## config.mk

```make
export PLATFORM = sky130hd
export DESIGN_NAME = ram_write_addr_gen
export DESIGN_NICKNAME = d
export VERILOG_FILES = /design/src/rtl/ram_write_addr_gen.sv
export SDC_FILE = /design/constraint.sdc
export NUM_CORES = 1
export LEC_CHECK = 0
export ABC_CLOCK_PERIOD_IN_PS = 4850
export CAP_MARGIN = 20
export CORE_AREA = 2 2 94 96
export DETAILED_ROUTE_END_ITERATION = 6
export DIE_AREA = 0 0 96 98
export GPL_ROUTABILITY_DRIVEN = 1
export PLACE_DENSITY = 0.83
export SETUP_SLACK_MARGIN = 0.02
export SYNTH_ARGS = -nofsm -noshare
export SYNTH_HDL_FRONTEND = slang
export SYNTH_SLANG_ARGS = --single-unit
```

## constraint.sdc

```tcl
create_clock -name clk -period 4.85 [get_ports clk]
set_input_delay 0.485 -clock clk [delete_from_list [all_inputs] [get_ports clk]]
set_output_delay 0.485 -clock clk [all_outputs]
set_load 0.02 [all_outputs]
```

## src/rtl/ram_write_addr_gen.sv

```systemverilog
// ----------------------------------------------------------------------------
// ram_write_addr_gen
//
// Receive-side write sequencer for three channel RAMs. After a frame sync
// pulse it accepts one 10-bit word per dRS strobe and de-interleaves the
// words round-robin into three channel RAMs. Each RAM word holds three
// 10-bit lanes. The line order is ch1 L0, ch2 L0, ch3 L0, ch1 L1, ...,
// ch3 L2. For every accepted word the block presents data, lane select,
// channel address and a one-clock write enable one clock later.
//
// Parameters
//   WORDS_PER_FRAME : words accepted per sync (multiple of 3, 3..765)
//   TIMEOUT         : idle clocks between strobes before abort (1..255)
//
// Optional feature macro
//   PARITY_CHK_EN   : when defined, din[9] is checked as odd parity over
//                     din[8:0]. A bad word suppresses its write enable and
//                     pulses oErr. The frame carries on.
//
// Ports
//   clk         in   system clock, rising edge
//   rst         in   asynchronous reset, active-high
//   sync        in   frame-start pulse
//   dRS         in   word-received strobe
//   din[9:0]    in   received word, valid with dRS
//   dout[9:0]   out  RAM write data
//   addr1..3    out  write address per channel (7 bit)
//   wrEn1..3    out  write enable per channel, 1-clk pulse
//   mux3[1:0]   out  lane select of current write
//   pack[1:0]   out  channel of next expected word
//   oFrameDone  out  1-clk pulse, frame completed
//   oErr        out  1-clk pulse, frame aborted or parity error
// ----------------------------------------------------------------------------
module ram_write_addr_gen #(
   parameter int WORDS_PER_FRAME = 9,
   parameter int TIMEOUT         = 255
) (
   input  logic       clk,
   input  logic       rst,
   input  logic       sync,
   input  logic       dRS,
   input  logic [9:0] din,
   output logic [9:0] dout,
   output logic [6:0] addr1,
   output logic [6:0] addr2,
   output logic [6:0] addr3,
   output logic       wrEn1,
   output logic       wrEn2,
   output logic       wrEn3,
   output logic [1:0] mux3,
   output logic [1:0] pack,
   output logic       oFrameDone,
   output logic       oErr
);

   localparam logic [9:0] WCNT_LAST = 10'(WORDS_PER_FRAME - 1);
   localparam logic [7:0] TMO_LAST  = 8'(TIMEOUT - 1);

   typedef enum logic {
      ST_IDLE,
      ST_RUN
   } state_t;

   state_t     state_reg, state_next;

   // Position of the next word inside the frame.
   logic [1:0] pack_reg,  pack_next;
   logic [1:0] lane_reg,  lane_next;
   logic [9:0] wcnt_reg,  wcnt_next;
   logic [7:0] tmo_reg,   tmo_next;

   // Per-channel write address, plus its snapshot at frame start. The
   // snapshot is restored when a frame is aborted.
   logic [6:0] wra_reg       [3];
   logic [6:0] wra_next      [3];
   logic [6:0] wra_start_reg [3];
   logic [6:0] wra_start_next[3];

   // Registered outputs.
   logic [9:0] dout_reg,  dout_next;
   logic [1:0] mux3_reg,  mux3_next;
   logic [6:0] addr_reg  [3];
   logic [6:0] addr_next [3];
   logic [2:0] wren_reg,  wren_next;
   logic       done_reg,  done_next;
   logic       err_reg,   err_next;

   logic       parity_ok;

`ifdef PARITY_CHK_EN
   // Odd parity: the ten bits together must have an odd number of ones.
   assign parity_ok = ^din;
`else
   assign parity_ok = 1'b1;
`endif

   // ------------------------------------------------------------------------
   // Next-state and output logic
   // ------------------------------------------------------------------------
   always_comb begin
      state_next     = state_reg;
      pack_next      = pack_reg;
      lane_next      = lane_reg;
      wcnt_next      = wcnt_reg;
      tmo_next       = tmo_reg;
      wra_next       = wra_reg;
      wra_start_next = wra_start_reg;
      dout_next      = dout_reg;
      mux3_next      = mux3_reg;
      addr_next      = addr_reg;
      wren_next      = 3'b000;
      done_next      = 1'b0;
      err_next       = 1'b0;

      case (state_reg)
         ST_IDLE: begin
            // A strobe arriving together with sync is dropped. The frame
            // starts with the next clock.
            if (sync) begin
               state_next     = ST_RUN;
               pack_next      = 2'd0;
               lane_next      = 2'd0;
               wcnt_next      = '0;
               tmo_next       = '0;
               wra_start_next = wra_reg;
            end
         end

         ST_RUN: begin
            if (sync) begin
               // Early sync: discard the partial frame and restart in
               // place. The snapshot stays valid because wrA is rolled
               // back to it.
               err_next  = 1'b1;
               wra_next  = wra_start_reg;
               pack_next = 2'd0;
               lane_next = 2'd0;
               wcnt_next = '0;
               tmo_next  = '0;
            end else if (dRS) begin
               // A strobe takes priority over a timeout in the same clock.
               tmo_next  = '0;
               dout_next = din;
               mux3_next = lane_reg;
               for (int i = 0; i < 3; i++) begin
                  if (pack_reg == 2'(i)) begin
                     addr_next[i] = wra_reg[i];
                     wren_next[i] = parity_ok;
                  end
               end
               if (!parity_ok) begin
                  err_next = 1'b1;
               end

               // Round-robin: channel, then lane, then RAM address.
               if (pack_reg == 2'd2) begin
                  pack_next = 2'd0;
                  if (lane_reg == 2'd2) begin
                     lane_next = 2'd0;
                     for (int i = 0; i < 3; i++) begin
                        wra_next[i] = wra_reg[i] + 7'd1;
                     end
                  end else begin
                     lane_next = lane_reg + 2'd1;
                  end
               end else begin
                  pack_next = pack_reg + 2'd1;
               end

               if (wcnt_reg == WCNT_LAST) begin
                  done_next  = 1'b1;
                  wcnt_next  = '0;
                  state_next = ST_IDLE;
               end else begin
                  wcnt_next = wcnt_reg + 10'd1;
               end
            end else if (tmo_reg == TMO_LAST) begin
               // Idle too long inside a frame. Writes already issued stay
               // in RAM; only the address counters are rolled back.
               err_next   = 1'b1;
               wra_next   = wra_start_reg;
               tmo_next   = '0;
               state_next = ST_IDLE;
            end else begin
               tmo_next = tmo_reg + 8'd1;
            end
         end

         default: begin
            state_next = ST_IDLE;
         end
      endcase
   end

   // ------------------------------------------------------------------------
   // State registers
   // ------------------------------------------------------------------------
   always_ff @(posedge clk or posedge rst) begin
      if (rst) begin
         state_reg <= ST_IDLE;
         pack_reg  <= '0;
         lane_reg  <= '0;
         wcnt_reg  <= '0;
         tmo_reg   <= '0;
         dout_reg  <= '0;
         mux3_reg  <= '0;
         wren_reg  <= '0;
         done_reg  <= 1'b0;
         err_reg   <= 1'b0;
         for (int i = 0; i < 3; i++) begin
            wra_reg[i]       <= '0;
            wra_start_reg[i] <= '0;
            addr_reg[i]      <= '0;
         end
      end else begin
         state_reg <= state_next;
         pack_reg  <= pack_next;
         lane_reg  <= lane_next;
         wcnt_reg  <= wcnt_next;
         tmo_reg   <= tmo_next;
         dout_reg  <= dout_next;
         mux3_reg  <= mux3_next;
         wren_reg  <= wren_next;
         done_reg  <= done_next;
         err_reg   <= err_next;
         for (int i = 0; i < 3; i++) begin
            wra_reg[i]       <= wra_next[i];
            wra_start_reg[i] <= wra_start_next[i];
            addr_reg[i]      <= addr_next[i];
         end
      end
   end

   // ------------------------------------------------------------------------
   // Output mapping
   // ------------------------------------------------------------------------
   assign dout       = dout_reg;
   assign addr1      = addr_reg[0];
   assign addr2      = addr_reg[1];
   assign addr3      = addr_reg[2];
   assign wrEn1      = wren_reg[0];
   assign wrEn2      = wren_reg[1];
   assign wrEn3      = wren_reg[2];
   assign mux3       = mux3_reg;
   assign pack       = pack_reg;
   assign oFrameDone = done_reg;
   assign oErr       = err_reg;

endmodule

```

# == Yosys cells after proc, flatten, opt, wreduce, memory -nomap -nowiden ==
# Cells that the tools add are included.
# op_classes
addsub,7
n_eq_ne,10
mux,45
bitwise,2
n_reduce_logical,10
# ops
op,n
2-to-1 mux 21 bit,5
2-to-1 mux 10 bit,4
2-to-1 mux 8 bit,4
"adder 7 x 1 -> 7 bit, second input constant",3
case mux 10 bit (2 select lines),1
2-to-1 mux 1 bit,16
2-to-1 mux 2 bit,8
case mux 8 bit (2 select lines),1
AND reduction 4 bit,4
"adder 10 x 1 -> 10 bit, second input constant",1
"== test 10 x 4 -> 1 bit, second input constant",1
2-to-1 mux 3 bit,3
"!= test 3 x 2 -> 1 bit, second input constant",3
"adder 8 x 1 -> 8 bit, second input constant",1
"== test 8 bit, second input constant",1
case mux 2 bit (2 select lines),2
AND reduction 3 bit,2
"adder 2 x 1 -> 2 bit, second input constant",2
"== test 2 bit, second input constant",2
AND reduction 2 bit,2
"!= test 3 bit, second input constant",1
nonzero test 3 bit,1
"== test 2 x 1 -> 1 bit, second input constant",1
zero test 2 bit,1
other kinds (3),4
# word_totals
reg_bits,103
in_bits,14
output_inout_bits,40
wordCells,93

# == Depth between registers and ports, before layout ==
# depth
word_depth,6
ltp_mapped,8
ltp_nobuf,6

# == Least setup slack after synthesis ==
# OpenSTA, ideal clock, no wires.
# synth_timing
path_type,flip-flop to flip-flop
from,"register pack_reg[0], in the netlist pack[0]"
to,register wra_reg[10] (netlist bit)
setup_time_ps,123
arrival_ps,1795
required_time_ps,4727
slack_ps,2932
stages_incl_launch_ff,7
n_path_buf,2
period_less_slack_ps,1918
cell_sequence,dfrtp_1 -> buf_2 -> and4bb_2 -> a2bb2o_2 -> or2_0 -> buf_2 -> o221a_2
# synth_via
elab_chain_cells,3
# synth_lines
item,line,text
start: declaration,67,"logic [1:0] pack_reg, pack_next;"
start signal: assignment,217,pack_reg <= pack_next;
== test 2 bit,156,if (pack_reg == 2'd2) begin
!= test 3 x 2 -> 1 bit (no source line),--,
AND reduction 4 bit (no source line),--,
end signal: indexed assignment,227,wra_reg[i] <= wra_next[i];
end: declaration,74,logic [6:0] wra_reg [3];
# No other way between the ends.
# A chain may end at the register's enable or synchronous reset.

# == Final worst setup path ==
# layout_timing
from,register state_reg
to,"register addr_reg, in the netlist addr3[2]"
# layout_via
elab_chain_cells,1
# layout_lines
item,line,text
start: declaration,64,"state_t state_reg, state_next;"
start signal: assignment,216,state_reg <= state_next;
AND reduction 4 bit (no source line),--,
end signal: indexed assignment,229,addr_reg[i] <= addr_next[i];
end: declaration,82,logic [6:0] addr_reg [3];
# No other way between the ends.

==> run metrics <==
post-CTS setup buffer count=0; Remaining DRCs=0; Comb power frac=a little over a fifth; Resized cells post-CTS=0; Final TNS setup=0 ns; Final GP Congestion=about 0.80; initial antenna violation count=0; largest net degree at the start of global routing=73; fin. max-slew vios=0; Cell Area, Synth=roughly 5000 um2; Nets=about 530; register area=~2600 um2; area of the multi-input gates=around 2100 um2; reported net switching power=~0.65 mW; Worst VDD drop=between 200 and 250 uV; gr ovfl total=0; worst r2r dst=addr3[2]; Boundary Pins=54; Setup Skew=about 0.012 ns; CTS tree=built; worst hold margin=0.487 ns; switching part of the total=between 30% and 40%; min Tclk post-route=3.01 ns; ANT cells=0; Cells after Synth=between 400 and 500; CTS root buffer=clkbuf_8; Vias/cell=between 6 and 7; CP startpoint kind=register; CORE AREA=~8500 um2; worst reg2reg path startpoint=state_reg; clock network fraction of design power=about 28%; Worst Hold Class=register to register; Via Count=3736; YS warnings=0; max-cap check violation count=0; number of flops mapped to enable cells by yosys=0; Pint=1.50 mW; DRT antenna net count=0; r2r setup slk=between 1.5 and 2 ns; Async SR Flop Fraction=100%; global-route wire length before repair=between 15000 and 20000 um; die footprint=between 9000 and 10000 um2; CTS Hold Bufs=0; CTS sink cnt=around 100; Crit. Startpoint=state_reg; Arrival @ worst endpoint=between 3 and 4 ns; Req. time, crit path=between 5 and 6 ns; Setup crit end kind=register; register bit count reported by yosys=roughly 100; R2R depth=4; Reg clk slew, reported paths=roughly 0.1 ns; RSZ-0062 raised after global routing=false; Slew HR=approximately 38%; Avg Inst Size Synth=about 11 um2; width of the die=around 96 um; I/O Buffers=53; PwrDens=between 300 and 400 nW/um2; status=finished, final reports clean; final-layout fill cell count=608; Area growth, synth to finish=17.5%; number of setup violations in the final report=0; Crit Path Category=register to register; Synthesized Nets=between 400 and 500; Setup crit end=addr3[2]; CP Max Fanout=28; layout cells sized above 1=between 10% and 20%; clk_lat worst skew=~0.38 ns; Iteration-0 DRC Markers=around 250; Num CTS Buffers=9; Total Wirelength=about 11000 um; Detailed Routing Iterations Pass 1=5; Global Route Usage Sum=23.6%; Pleak=2.58 nW; Starting Density=57.5%; height of the die=around 100 um; Final HPWL DP=around 7000 um; Slew @ Worst Pin=about 0.93 ns; register area share after synthesis=52.9%; Synth cell types=58; clk buf depth=2; final worst-path cycle share=between 60 and 70%; vias in the first global route=3737; Max Freq=roughly 0.33 GHz; fin util=67.6%; share of total power in sequential cells=between 50% and 60%; Max H-tree Level=3; Tot Pwr=2.15 mW; Core Rows=34; DR WL/cell=about 17 um; Post-synth top flop=dfrtp_1; Fin. Hold Viols=0
through the flow:
stage	setup WS [ns]	instances	cell area (um2)
after floorplan	1.66	458	4870
after global placement	1.78	601	5470
after detailed placement	1.69	601	5470
after CTS	1.86	617	5700
after global routing	1.62	618	5720
final	1.84	618	5720
how the worst min path moves through the flow:
stage               slack, ns  cells after the start         end  startpoint
CTS                      0.49                      2     dout[5]     dout[5]
global placement         0.46                      2     dout[1]     dout[1]
detailed placement       0.46                      2     dout[5]     dout[5]
finish                   0.49                      2     dout[4]     dout[4]
global route             0.52                      2     dout[0]     dout[0]
floorplan                0.47                      1  tmo_reg[7]  tmo_reg[7]
power by group through the flow:
stage	sequential, mW	clock, mW	combinational, mW
floorplan	1.14	0	0.193
global placement	1.09	0	0.437
detailed placement	1.10	0	0.454
CTS	1.08	0.616	0.456
global route	1.10	0.647	0.493
finish	1.09	0.605	0.455
critical path, stage by stage (launching register included):
cell and delay (ns):
dfrtp_1 0.96, and2_1 0.41, nand2b_1 0.48, nor3b_4 0.62
mux2_2 0.41
final cells by class:
class,instances,area share (%)
Tap cell,108,2.36
Clock buffer,9,2.16
Inverter,16,1.09
Multi-Input combinational cell,317,37.2
Timing Repair Buffer,58,10.3
Sequential cell,103,45.0
Clock inverter,7,1.84
synth_stat cells, types with 7 or more instances:
cell / instances / area [um2]
or3_1: 8 / 50.1
a31oi_1: 13 / 81.3
dfrtp_1: 103 / 2580
nand3_1: 21 / 105
inv_1: 16 / 60.1
nand2b_1: 10 / 62.6
nand2_1: 69 / 259
ha_1: 7 / 87.6
and3_1: 10 / 62.6
nor2b_1: 7 / 43.8
buf_2: 7 / 35.0
a21oi_1: 16 / 80.1
mux2_2: 41 / 462
o21ai_0: 25 / 125
nor2_1: 16 / 60.1
clkbuf_1: 11 / 41.3
nand4_1: 7 / 43.8
per-layer routing:
layer | track usage [%] | vias up | part of all wire, %
met1 | 31.4 | 1869 | 45
met5 | 0 | - | 0
met3 | 3.78 | 16 | 4.6
met2 | 37.7 | 100 | 49
met4 | 11.2 | 0 | 1.7
li1 | - | 1751 | -
logic make-up after synthesis:
kind of cell	count (synthesis)	share of synthesized area, %
and+or+nand+nor	167	17.7
adders and majority gates	7	1.80
buffers and inverters	38	3.34
DFF	103	52.9
xor gates and xnor gates	3	0.540
muxes	46	10.5
AOI/OAI and AO/OA	94	13.2
cells in the final DEF (no fill, tap or decap), types with 6 or more instances in the layout:
cell,netlist,layout
nor2_1,16,16
o21ai_0,25,25
nand3_1,21,21
nand2b_1,10,10
clkdlybuf4s50_1,0,53
a31oi_1,13,13
inv_1,16,15
nor2b_1,7,6
a21oi_1,16,16
and3_1,10,10
dfrtp_1,103,103
ha_1,7,7
mux2_2,41,41
nand2_1,69,69
clkbuf_8,0,9
or3_1,8,8
nand4_1,7,7
No activity file was read; power rests on OpenSTA's default activity.
